`src/rtl/bias_add_stream.sv`:
```
// -----------------------------------------------------------------------------
// bias_add_stream
//
// Consumer end of the bias coefficient stream. At the start of every frame it
// pops N_CH biases into a local bank. It then adds the per-channel bias to a
// channel-interleaved accumulator stream, arithmetic-shifts the sum right by
// SHIFT, saturates it to OUT_W bits and pushes the result downstream.
//
// Optional feature (compile-time macro):
//   BIAS_ADD_RELU_EN  - when defined, negative saturated results are clamped
//                       to zero (ReLU fused after the bias add).
//
// Ports:
//   ap_clk          in   clock, rising edge
//   ap_rst          in   synchronous reset, active-high
//   bias_V_dout     in   bias stream data (signed, COEFF_W)
//   bias_V_empty_n  in   bias stream non-empty
//   bias_V_read     out  bias pop
//   acc_V_dout      in   accumulator stream data (signed, ACC_W)
//   acc_V_empty_n   in   accumulator stream non-empty
//   acc_V_read      out  accumulator pop
//   output_V_din    out  result data (signed, OUT_W)
//   output_V_full_n in   output stream not full
//   output_V_write  out  output push
//   frame_done      out  pulses when the last sample of a frame is pushed
// -----------------------------------------------------------------------------
module bias_add_stream #(
  parameter int N_CH    = 16,
  parameter int N_PIX   = 64,
  parameter int COEFF_W = 16,
  parameter int ACC_W   = 32,
  parameter int OUT_W   = 16,
  parameter int SHIFT   = 8
) (
  input  logic                      ap_clk,
  input  logic                      ap_rst,
  input  logic signed [COEFF_W-1:0] bias_V_dout,
  input  logic                      bias_V_empty_n,
  output logic                      bias_V_read,
  input  logic signed [ACC_W-1:0]   acc_V_dout,
  input  logic                      acc_V_empty_n,
  output logic                      acc_V_read,
  output logic signed [OUT_W-1:0]   output_V_din,
  input  logic                      output_V_full_n,
  output logic                      output_V_write,
  output logic                      frame_done
);

  localparam int CH_W  = $clog2(N_CH);
  localparam int PIX_W = (N_PIX > 1) ? $clog2(N_PIX) : 1;

  localparam logic [CH_W-1:0]  CH_LAST  = CH_W'(N_CH - 1);
  localparam logic [PIX_W-1:0] PIX_LAST = PIX_W'(N_PIX - 1);

  // Saturation bounds expressed in the widened sum domain.
  localparam logic signed [ACC_W:0] SAT_MAX =
    {{(ACC_W + 2 - OUT_W){1'b0}}, {(OUT_W - 1){1'b1}}};
  localparam logic signed [ACC_W:0] SAT_MIN =
    {{(ACC_W + 2 - OUT_W){1'b1}}, {(OUT_W - 1){1'b0}}};

  typedef enum logic {
    LOAD = 1'b0,
    RUN  = 1'b1
  } state_t;

  state_t                    state;
  logic [CH_W-1:0]           ch_cnt;
  logic [PIX_W-1:0]          pix_cnt;
  logic signed [COEFF_W-1:0] bank [N_CH];

  logic                      bias_pop;
  logic                      acc_pop;
  logic                      push;
  logic                      last_sample;

  logic signed [ACC_W:0]     sum_p0;
  logic signed [ACC_W:0]     shifted_p0;
  logic signed [OUT_W-1:0]   result_p0;

  logic signed [OUT_W-1:0]   out_data_p1;
  logic                      vld_p1;
  logic                      last_p1;

  // Sign-extend both operands to ACC_W+1 bits so the add can never wrap.
  function automatic logic signed [ACC_W:0] bias_sum(
    input logic signed [ACC_W-1:0]   a,
    input logic signed [COEFF_W-1:0] b
  );
    logic signed [ACC_W:0] a_x;
    logic signed [ACC_W:0] b_x;
    a_x = {a[ACC_W-1], a};
    b_x = {{(ACC_W + 1 - COEFF_W){b[COEFF_W-1]}}, b};
    return a_x + b_x;
  endfunction

  function automatic logic signed [OUT_W-1:0] saturate(
    input logic signed [ACC_W:0] v
  );
    logic signed [ACC_W:0] c;
    if (v > SAT_MAX)      c = SAT_MAX;
    else if (v < SAT_MIN) c = SAT_MIN;
    else                  c = v;
    return c[OUT_W-1:0];
  endfunction

`ifdef BIAS_ADD_RELU_EN
  function automatic logic signed [OUT_W-1:0] relu(
    input logic signed [OUT_W-1:0] v
  );
    return v[OUT_W-1] ? '0 : v;
  endfunction
`endif

  // Handshakes are suppressed while reset is held so no FIFO entry is
  // consumed or produced by a cycle whose effect is being discarded.
  always_comb begin
    bias_pop    = !ap_rst && (state == LOAD) && bias_V_empty_n;
    push        = !ap_rst && vld_p1 && output_V_full_n;
    acc_pop     = !ap_rst && (state == RUN) && acc_V_empty_n &&
                  (!vld_p1 || output_V_full_n);
    last_sample = (ch_cnt == CH_LAST) && (pix_cnt == PIX_LAST);
  end

  assign bias_V_read    = bias_pop;
  assign acc_V_read     = acc_pop;
  assign output_V_write = push;
  assign output_V_din   = vld_p1 ? out_data_p1 : '0;
  assign frame_done     = push && last_p1;

  // ---- stage p0: bias add, rescale, saturate (combinational on pop) ----
  always_comb begin
    sum_p0     = bias_sum(acc_V_dout, bank[ch_cnt]);
    shifted_p0 = sum_p0 >>> SHIFT;
`ifdef BIAS_ADD_RELU_EN
    result_p0  = relu(saturate(shifted_p0));
`else
    result_p0  = saturate(shifted_p0);
`endif
  end

  // Control: state, counters and output-valid tracking.
  always_ff @(posedge ap_clk) begin
    if (ap_rst) begin
      state   <= LOAD;
      ch_cnt  <= '0;
      pix_cnt <= '0;
      vld_p1  <= 1'b0;
      last_p1 <= 1'b0;
    end else begin
      case (state)
        LOAD: begin
          if (bias_pop) begin
            if (ch_cnt == CH_LAST) begin
              ch_cnt <= '0;
              state  <= RUN;
            end else begin
              ch_cnt <= ch_cnt + 1'b1;
            end
          end
        end
        default: begin
          if (acc_pop) begin
            if (ch_cnt == CH_LAST) begin
              ch_cnt <= '0;
              if (pix_cnt == PIX_LAST) begin
                pix_cnt <= '0;
                state   <= LOAD;
              end else begin
                pix_cnt <= pix_cnt + 1'b1;
              end
            end else begin
              ch_cnt <= ch_cnt + 1'b1;
            end
          end
        end
      endcase

      // A pop refills the output register even when it is being pushed in
      // the same cycle; a push alone drains it. The last sample of a frame
      // may still be held here while the next frame's biases are loading.
      if (acc_pop) begin
        vld_p1  <= 1'b1;
        last_p1 <= last_sample;
      end else if (push) begin
        vld_p1  <= 1'b0;
      end
    end
  end

  // ---- stage p1: bias bank and output data register (no reset) ----
  always_ff @(posedge ap_clk) begin
    if (bias_pop) bank[ch_cnt] <= bias_V_dout;
    if (acc_pop)  out_data_p1  <= result_p0;
  end

endmodule
```
`config.mk`:
```
export PLATFORM = sky130hd
export DESIGN_NAME = bias_add_stream
export DESIGN_NICKNAME = d
export VERILOG_FILES = /design/src/rtl/bias_add_stream.sv
export SDC_FILE = /design/constraint.sdc
export NUM_CORES = 1
export LEC_CHECK = 0
export CORE_MARGIN = 2
export CORE_UTILIZATION = 54
export DETAILED_ROUTE_END_ITERATION = 10
export PLACE_DENSITY = 0.78
export SLEW_MARGIN = 20
export SYNTH_ARGS = -nofsm -noshare
export SYNTH_HDL_FRONTEND = slang
export SYNTH_SLANG_ARGS = --single-unit
```
`constraint.sdc`:
```
create_clock -name ap_clk -period 4.9 [get_ports ap_clk]
set_input_delay 0.735 -clock ap_clk [delete_from_list [all_inputs] [get_ports ap_clk]]
set_output_delay 0.735 -clock ap_clk [all_outputs]
set_load 0.05 [all_outputs]
```
### After elaboration in Yosys (flattened, before gate mapping)

Memory sizes are Yosys's and may differ from the RTL's. A register that Yosys moved wholly into a read port is not among the register bits.
Cells that the tools add are included.

| word-level totals | value |
|---|---|
| register bits after elaboration | 29 |
| bits in writable memories | 256 |
| word-level logic and storage cells | 51 |
| memories | 1 |

Memory list:

| memory | words | width | rd ports | clocked after Yosys merged registers in | wr ports | line | source |
|---|---|---|---|---|---|---|---|
| bank | 16 | 16 | 1 | 1 | 1 | 69 | `logic signed [COEFF_W-1:0] bank [N_CH];` |

| cells by class | value |
|---|---|
| add/subtract/negate cells | 3 |
| $lt $le $gt $ge | 2 |
| equal/unequal tests | 3 |
| mux-type cells | 19 |
| bitwise gates (word level) | 1 |
| reduce and logical (&&, ||, !) cells | 16 |

Operators by type and width:

| kind | number |
|---|---|
| adder 32 x 16 -> 33 bit | 1 |
| 2-to-1 mux 16 bit | 2 |
| greater-than comparator 25 x 16 -> 1 bit, second input constant | 1 |
| less-than comparator 25 x 16 -> 1 bit, second input constant | 1 |
| 2-to-1 mux 4 bit | 6 |
| 2-to-1 mux 1 bit | 10 |
| logical AND 1 bit | 9 |
| adder 6 x 1 -> 6 bit, second input constant | 1 |
| equality test 6 bit, second input constant | 1 |
| 2-to-1 mux 6 bit | 1 |
| adder 4 x 1 -> 4 bit, second input constant | 1 |
| equality test 4 bit, second input constant | 1 |
| nonzero test 2 bit | 2 |
| AND reduction 3 bit | 1 |
| logical NOT 1 bit | 2 |
| inequality test 2 bit, second input constant | 1 |
| AND reduction 2 bit | 1 |
| logical OR 1 bit | 1 |
| NOT 1 bit | 1 |

### Depth between registers and ports, before layout

Gate-level depths: netlist of the first run.

| depth | value |
|---|---|
| depth after elaboration | 8 |
| mapped depth | 17 |

### Worst setup path before layout of the first run

Ideal clock, no wire load.

| path | value |
|---|---|
| path kind | reg2reg |
| start point | reg (tool-made name) |
| end point | reg out_data_p1[10], data pin |
| arrival time | 5006 ps |
| path slack | -365 ps |
| stages on the path, launching flop included | 18 |
| buffers on the path | 5 |
| cell sequence | dfxtp_1 -> buf_2 -> buf_2 -> buf_1 -> mux4_2 -> mux4_2 -> ha_1 -> buf_2 -> a21o_1 -> a21o_1 -> a21o_1 -> a211o_1 -> a221o_1 -> a221oi_2 -> xnor2_1 -> o41ai_4 -> buf_6 -> o21ai_1 |

RTL lines:

| element | line | source |
|---|---|---|
| end signal, assigned | 193 | `if (acc_pop) out_data_p1 <= result_p0;` |
| end, declared | 80 | `logic signed [OUT_W-1:0] out_data_p1;` |

==> results.md, run 1 <==
* Clock-pin slew on the worst setup and hold paths at 0.07 ns
* Finished Cell Area at 0.0156 sq mm
* MaxCap Viol Count at 0
* R2r endpoint: out_data_p1[6]
* Power Dens Cells at 369 mW/mm^2
* Max VDD drop at 0.317 mV
* Largest net degree at the start of global routing at 36
* Final Hold Viols at 0
* Syn_area_per_cell at 16.4 sq um
* # port buffers at a little over 70
* Mapped Cells at between 700 and 800
* First-pass detailed-route iteration total at 7
* Final nets at between 1000 and 1500
* Status: complete, no violations
* Share of cells above drive strength 1 at 0.225
* Syn nets at 876
* Starting Density at 0.551
* Most Crowded Layer GR: met2
* Worst Setup Start Kind: flop
* Die W at 159 microns
* Cell variety after synth at 58
* Slew Viols, Final at 0
* Met1 Use GR at 0.308
* Synth Flop Type: edfxtp_1
* Post-DP HPWL at a little under 20 mm
* Most frequent cells in the layout: edfxtp_1, mux4_2, clkdlybuf4s50_1, buf_4, nand2_1
* N_diodes at 0
* DRT antenna net count at 0
* Tcrit/Tclk final at 0.993
* Crit path DAT at roughly 5.2 ns
* Ys Warns at 0
* Initial antenna violation count at 0
* Critical Path RT at roughly 5.2 ns
* Core Util, Final at 0.665
* Drt total wl at 32.3 mm
* Die area at 0.0252 sq mm
* Asr flop ratio synth at 0
* Total global-route track usage at 0.245
* Root buffer cell: clkbuf_16
* Worst Setup EP: out_data_p1[6]
* R2R cell count at 16
* Setup TNS at 0 ns
* H-tree Lvls at 1
* # fillers at around 1600
* Post-synth EDFFs at 272
* Placer Congestion at 0.913
* Slew HR at 0.239
* Static Leak at 5.19 nW
* Die H at 159 microns
* Met2 Track Usage GR at 0.436
* Clk buf depth at 3
* Wire per inst at 25.7 microns
* Grt ovf at 0
* Crit Path Category: flop to flop
* Crit path max fanout at 8
* Area after DPL at 0.0143 sq mm
* Setup Viol. Count Final at 0
* # IOs at 73
* Clk Latency, worst-skew pair at 0.54 ns
* Hold Path Class: flop to flop
* CTS tree: yes
* Row cnt at 56
* Vias at 7802
* Post-DR vias/cell at 6.20
* Commonest non-fill, non-tap cell in the layout: edfxtp_1
* Min Tclk post-route at 4.87 ns
* Seq cells post-synth at between 200 and 300
* Worst-Margin Slew at 1.14 ns
* CTS Buf Count at 28
* Core Box Area at 0.0235 sq mm
* Syn Std Cell Area at around 0.013 sq mm
* Area Overhead vs Synth at 20.6%
* Clock sinks at 289
* Sequential area share after synthesis at 0.657
* Tot Pwr at 5.75 mW
* Final hold slack at 0.453 ns
* Fin Clk Skew at 0.0210 ns
* Worst setup EP type: flop
* Vias in the first global route at 7725
* R2r setup slk at 0.03 ns
* Achievable Freq at 0.205 GHz
* Residual DRC at 0
* Initial DRC count at 749
* Grt met3 use at 0.0431
* First-pass GRT wire length at 46.1 mm
-- cell type report --
type	instances	area [sq um]	share of cell area
sequential	289	8510	0.546
multi-input combinational	452	4420	0.283
timing repair buffer	130	1230	0.0786
clock buffer	32	737	0.0472
tap	319	399	0.0256
clock inverter	20	251	0.0161
inverter	16	60.1	0.00385
-- cells in the mapped netlist, types with 11 or more instances --
| master | n | area (sq um) |
|---|---|---|
| and2_1 | 36 | 225 |
| clkbuf_1 | 18 | 67.6 |
| nand2_1 | 41 | 154 |
| dfxtp_1 | 17 | 340 |
| xnor2_1 | 12 | 105 |
| inv_1 | 16 | 60.1 |
| a21oi_1 | 40 | 200 |
| ha_1 | 36 | 450 |
| nand4_1 | 11 | 68.8 |
| nor2_1 | 31 | 116 |
| edfxtp_1 | 272 | 8170 |
| xor2_1 | 14 | 123 |
| a21o_1 | 17 | 128 |
| nand3_1 | 11 | 55.1 |
| o21ai_0 | 22 | 110 |
| mux4_2 | 75 | 1690 |
-- sequential cells by signal, summed over array words and instances (netlist names), named ones only --
name         flops
last_p1          1
out_data_p1     16
bank           256
pix_cnt          6
ch_cnt           4
vld_p1           1
state            1
-- worst max-delay path, cell delays in order, from the launching register on --
cell	delay, ns
dfxtp_4	0.43
buf_6	0.16
mux4_2	0.60
mux4_2	0.69
buf_4	0.20
buf_4	0.14
ha_1	0.39
a21oi_1	0.27
o21ai_1	0.14
o21bai_1	0.20
xnor2_1	0.20
nand2_1	0.08
a21oi_1	0.18
o221ai_2	0.18
o41ai_4	0.43
buf_4	0.21
o21ai_1	0.07
-- per-stage QoR --
stage / setup WS [ns] / instances
after floorplan: 0.00149 / 787
after global placement: 0.127 / 1187
after detailed placement: 0.0833 / 1187
final: 0.0328 / 1258
after global routing: -0.0964 / 1258
after CTS: 0.0134 / 1244
-- power breakdown --
| part | switching (mW) | internal [mW] | leakage (nW) | total [mW] |
|---|---|---|---|---|
| clock network | 0.914 | 1.40 | 0.484 | 2.31 |
| logic | 0.399 | 0.319 | 2.12 | 0.718 |
| registers | 0.00607 | 2.72 | 2.59 | 2.72 |
| total | 1.32 | 4.43 | 5.19 | 5.75 |
-- routing by layer --
metal | share of wire | vias to the layer above
met5 | 0 | -
met4 | 0.027 | 0
met3 | 0.085 | 58
met2 | 0.51 | 388
met1 | 0.37 | 3917
li1 | - | 3439
-- timing repair --
action	in CTS	in global routing
hold buffers	0	0
cloned	0	2
gates resized for setup	0	34
buffers inserted	5	12
pin swaps	0	12
endpoints found under the setup margin	1	15
-- worst min-delay path by stage --
stage / slack (ns) / end / cells past startpoint / startpoint
3_5_place_dp: 0.45 / last_p1 / 2 / last_p1
6_report: 0.45 / last_p1 / 2 / last_p1
4_1_cts: 0.46 / last_p1 / 2 / last_p1
2_1_floorplan: 0.43 / last_p1 / 2 / last_p1
3_3_place_gp: 0.44 / last_p1 / 2 / last_p1
5_1_grt: 0.49 / last_p1 / 2 / last_p1
-- kinds of logic after synthesis --
group | after synthesis | share of synthesized area
AOI/OAI and AO/OA | 140 | 0.0726
xor gates and xnor gates | 26 | 0.0176
and+or+nand+nor | 164 | 0.0645
muxes | 85 | 0.138
adders and majority gates | 36 | 0.0348
DFF | 289 | 0.657
buffers and inverters | 47 | 0.0149
No activity file was read; power rests on OpenSTA's default activity.
==> inputs of run 2 (changes only) <==
SKIP_CTS_REPAIR_TIMING = 1   (was not set)
clock period = 4 ns   (was 4.9 ns; I/O delays follow)
==> results.md, run 2 (synthesis gave the netlist of run 1 again) <==
* Vias in the first global route at 8454
* # IOs at 73
* CTS tree: yes
* Root buffer cell: clkbuf_16
* MaxCap Viol Count at 0
* Wire per inst at 25.0 microns
* Die H at between 150 and 200 microns
* Crit Path Category: flop to flop
* Slowest stage delay, CP at 0.59 ns
* Achievable Freq at 0.211 GHz
* Initial antenna violation count at 1
* Max VDD drop at 0.402 mV
* Starting Density at 0.551
* Tot Pwr at around 7.4 mW
* Final nets at roughly 1100
* Hold Path Class: flop to flop
* First-pass GRT wire length at 50.0 mm
* Clock sinks at roughly 290
* Min Tclk post-route at ~4.7 ns
* Biggest register: bank
* Core Box Area at 0.0235 sq mm
* Status: complete, but fails checks
* Largest regs: bank: 256 flops, out_data_p1: 16 flops, pix_cnt: 6 flops
* Post-DP HPWL at approximately 21 mm
* CP Cell Sequence: buf_12 > mux4_2 > mux4_2 > ha_1 > buf_4 > and2_1 > a31o_2 > a211o_1 > a221o_1 > a221oi_2 > xnor2_2 > o41ai_4 > buf_4 > o21ai_1
* Crit path max fanout at 15
* Static Leak at 5.86 nW
* Critical Path RT at 4.29 ns
* Power Dens Cells at ~440 mW/mm^2
* Final Hold Viols at 0
* DRT antenna net count at 0
* Die W at between 150 and 200 microns
* Vias at around 8300
* Slew Viols, Final at 0
* Post-DR vias/cell at 6.00
* # port buffers at 72
* Max reg flops at between 200 and 300
* Placer Congestion at 0.940
* WP buf/inv at 3
* Die area at between 0.02 and 0.03 sq mm
* Row cnt at 56
* Clock-pin slew on the worst setup and hold paths at approximately 0.060 ns
* Initial DRC count at slightly below 800
* Commonest non-fill, non-tap cell in the layout: edfxtp_1
* CTS Buf Count at 28
* Area Overhead vs Synth at 30.2%
* Unrepaired setup endpoints after global routing: true
* Worst setup margin at -0.748 ns
* Setup Viol. Count Final at 16
* Total global-route track usage at 0.265
* First-pass detailed-route iteration total at 5
* Clk Latency, worst-skew pair at 0.54 ns
* R2r setup slk at -0.75 ns
* Share of cells above drive strength 1 at 0.340
* Residual DRC at 0
* Clk buf depth at 3
* Fin Clk Skew at 0.0163 ns
* Pre-CTS setup slack at -0.838 ns
* Critical-path top delay cell: mux4_2
* Worst setup EP type: flop
* Grt ovf at 0
* Setup TNS at -11.04 ns
* Tcrit/Tclk final at 1.19
* Slew HR at 0.580
* Crit path DAT at 5.04 ns
* Largest net degree at the start of global routing at 28
* Most frequent cells in the layout: edfxtp_1, buf_4, mux4_2, clkdlybuf4s50_1, nand2_1
* Failing checks: setup timing
* Drt total wl at approximately 35 mm
* N_diodes at 0
* Core Util, Final at 0.718
* Worst Setup Start Kind: flop
* H-tree Lvls at 1
* Worst-Margin Slew at 0.627 ns
* CP top delay family: compound AO/OA/AOI/OAI gates
==> run 2: final timing paths <==
path	cells past startpoint	start	end
worst min-delay path	2	last_p1	last_p1
worst max-delay path	14	flop	out_data_p1[10]
worst max register to register	14	flop	out_data_p1[10]
worst min register to register	2	last_p1	last_p1
==> run 2: final cells by class <==
type | instances | area [sq um]
Clock buffer | 35 | 748
Clock inverter | 17 | 273
Fill cell | 1477 | 6620
Inverter | 16 | 60.1
Multi-Input combinational cell | 451 | 4560
Sequential cell | 289 | 8510
Tap cell | 319 | 399
Timing Repair Buffer | 258 | 2300
==> run 2: where the power goes <==
part	total (mW)	internal (mW)	switching (mW)	leakage, nW
registers	3.34	3.33	0.00858	2.59
logic	1.19	0.609	0.582	2.78
clock network	2.90	1.78	1.12	0.493
total	7.43	5.72	1.71	5.86
==> run 2: worst reg2reg max path: stages, from the launching register on <==
cell and delay [ns]:
dfxtp_4 0.43, buf_12 0.19, mux4_2 0.60, mux4_2 0.55
ha_1 0.36, buf_4 0.17, and2_1 0.18, a31o_2 0.22
a211o_1 0.30, a221o_1 0.39, a221oi_2 0.30, xnor2_2 0.13
o41ai_4 0.39, buf_4 0.21, o21ai_1 0.07
==> run 2: metal layers <==
metal | GRT usage | vias to the layer above | routed length (microns)
met4 | 0.118 | 2 | 1660
met2 | 0.462 | 412 | 17700
met1 | 0.335 | 4113 | 12700
li1 | - | 3695 | -
met5 | 0 | - | 13
met3 | 0.0321 | 93 | 2540
==> run 2: stage by stage <==
step | cell area [sq um] | hold WS (ns) | instances
after CTS | 16300 | 0.453 | 1364
after global placement | 15300 | 0.449 | 1312
after floorplan | 13100 | 0.432 | 787
after detailed placement | 15300 | 0.444 | 1312
final | 16800 | 0.452 | 1385
after global routing | 16800 | 0.470 | 1385
==> inputs of run 3 (changes only) <==
CORE_UTILIZATION = 56   (was 54)
CTS_BUF_LIST = sky130_fd_sc_hd__clkbuf_8   (was not set)
PLACE_DENSITY = 0.8   (was 0.78)
RECOVER_POWER = 100   (was not set)
==> results.md, run 3 (synthesis gave the netlist of run 1 again) <==
* Biggest register: bank
* Largest regs: bank: 256 flops, out_data_p1: 16 flops, pix_cnt: 6 flops
* Total global-route track usage at 0.264
* Final Hold Viols at 0
* Min Tclk post-route at 4.65 ns
* Residual DRC at 0
* Worst setup EP type: flop
* Status: complete, but fails checks
* CP Cell Sequence: buf_8 > mux4_2 > mux4_2 > buf_12 > ha_4 > a21o_1 > a21o_1 > a21o_1 > a211o_1 > a221o_1 > a221oi_2 > xnor2_2 > o41ai_4 > buf_6 > o21ai_1
* Drt total wl at 34.9 mm
* Root buffer cell: clkbuf_8
* Crit-path most repeated cell: a21o_1
* Unrepaired setup endpoints after global routing: true
* Critical Path RT at 4.29 ns
* Commonest non-fill, non-tap cell in the layout: edfxtp_1
* Initial DRC count at 747
* Clk Latency, worst-skew pair at 0.57 ns
* MaxCap Viol Count at 4
* Most frequent cells in the layout: edfxtp_1, buf_4, mux4_2, clkbuf_8, nand2_1
* First-pass detailed-route iteration total at 7
* Max VDD drop at 0.413 mV
* Setup TNS at -9.69 ns
* Tcrit/Tclk final at 1.16
* Vias at approximately 8500
* Static Leak at 5.82 nW
* Crit Path Category: flop to flop
* Power Dens Cells at 419 mW/mm^2
* Die W at approximately 160 microns
* Largest net degree at the start of global routing at 26
* DRT antenna net count at 0
* Hold Path Class: flop to flop
* CTS tree: yes
* Worst Setup Start Kind: flop
* Slowest stage delay, CP at 0.56 ns
* Clock sinks at 289
* Crit path max fanout at 8
* Row cnt at 55
* Die H at 156 microns
* Post-DR vias/cell at 6.22
* Fin Clk Skew at 0.0194 ns
* Finished Cell Area at 0.0168 sq mm
* Tot Pwr at around 7 mW
* Wire per inst at between 20 and 30 microns
* # IOs at 73
* Slew Viols, Final at 68
* Grt ovf at 0
* WP buf/inv at 3
* Initial antenna violation count at 2
* Slew HR at -0.0435
* # port buffers at just over 70
* Final nets at around 1100
* Max reg flops at 256
* Post-DP HPWL at 20.6 mm
* Worst setup margin at -0.654 ns
* Die area at between 0.02 and 0.025 sq mm
* Vias in the first global route at slightly above 8000
* Starting Density at 0.572
* Core Box Area at approximately 0.023 sq mm
* CP top delay family: compound AO/OA/AOI/OAI gates
* Achievable Freq at 0.215 GHz
* CTS Buf Count at 45
* Placer Congestion at 0.903
* Share of cells above drive strength 1 at 0.336
* Clock-pin slew on the worst setup and hold paths at 0.06 ns
* Critical-path top delay cell: mux4_2
* Failing checks: capacitance limit, slew limit, setup timing
* First-pass GRT wire length at 46.8 mm
* Clk buf depth at 3
* Crit path DAT at 4.95 ns
* Worst-Margin Slew at 1.57 ns
* Area Overhead vs Synth at 29.5%
* Area after DPL at 0.0152 sq mm
* Setup Viol. Count Final at 16
* H-tree Lvls at 2
* # fillers at approximately 1300
==> run 3: cell types whose count changed in the layout (fill, tap and decap cells not counted), sizes merged <==
cell           previous run  this run
dlygate4sd3               0        36
clkinv                    8        14
bufinv                    7         4
clkdlybuf4s50            71        35
diode                     0         2
inv                      17        31
clkbuf                   38        66
buf                     184       151
==> run 3: cell type report <==
cell class / count / area [sq um] / area share
inverters: 16 / 60.1 / 0.00358
flip-flops and latches: 289 / 8520 / 0.508
diodes: 2 / 5.00 / 0.000299
clock inverters: 34 / 263 / 0.0157
clock buffers: 45 / 619 / 0.0370
repair buffers: 243 / 2100 / 0.125
multi-input cells: 451 / 4830 / 0.289
well taps: 285 / 357 / 0.0213
==> run 3: routing by layer <==
metal | track usage | routed length, microns | vias up
met5 | 0 | 0 | -
met4 | 0.122 | 1780 | 0
met3 | 0.0469 | 2620 | 104
met2 | 0.462 | 18300 | 453
met1 | 0.322 | 12100 | 4223
li1 | - | - | 3709
==> run 3: worst min-delay path, cell delays in order, from the launching register on <==
cell     delay, ns
dfxtp_1       0.31
nand2_1       0.05
a21oi_1       0.05
==> run 3: path summary, 6_finish.rpt <==
kind | start | endpoint | slack, ns | depth (start not counted)
worst max register to register | flop | out_data_p1[9] | -0.65 | 15
worst min-delay path | last_p1 | last_p1 | 0.46 | 2
worst min register to register | last_p1 | last_p1 | 0.46 | 2
worst max-delay path | flop | out_data_p1[9] | -0.65 | 15
==> run 3: stage by stage <==
step                      worst slack, ns  utilization  hold WS, ns  instances
final                              -0.654        0.740        0.459       1365
after global routing               -0.759        0.740        0.500       1363
after CTS                          -0.978        0.709        0.465       1347
after detailed placement           -0.913        0.670        0.457       1268
after global placement             -0.739        0.670        0.447       1268
after floorplan                    -0.563            -        0.432        787
==> run 3: power by group <==
group | internal (mW) | switching [mW] | total [mW]
logic | 0.622 | 0.621 | 1.24
registers | 3.33 | 0.00916 | 3.34
clock network | 1.31 | 1.13 | 2.44
total | 5.27 | 1.76 | 7.03
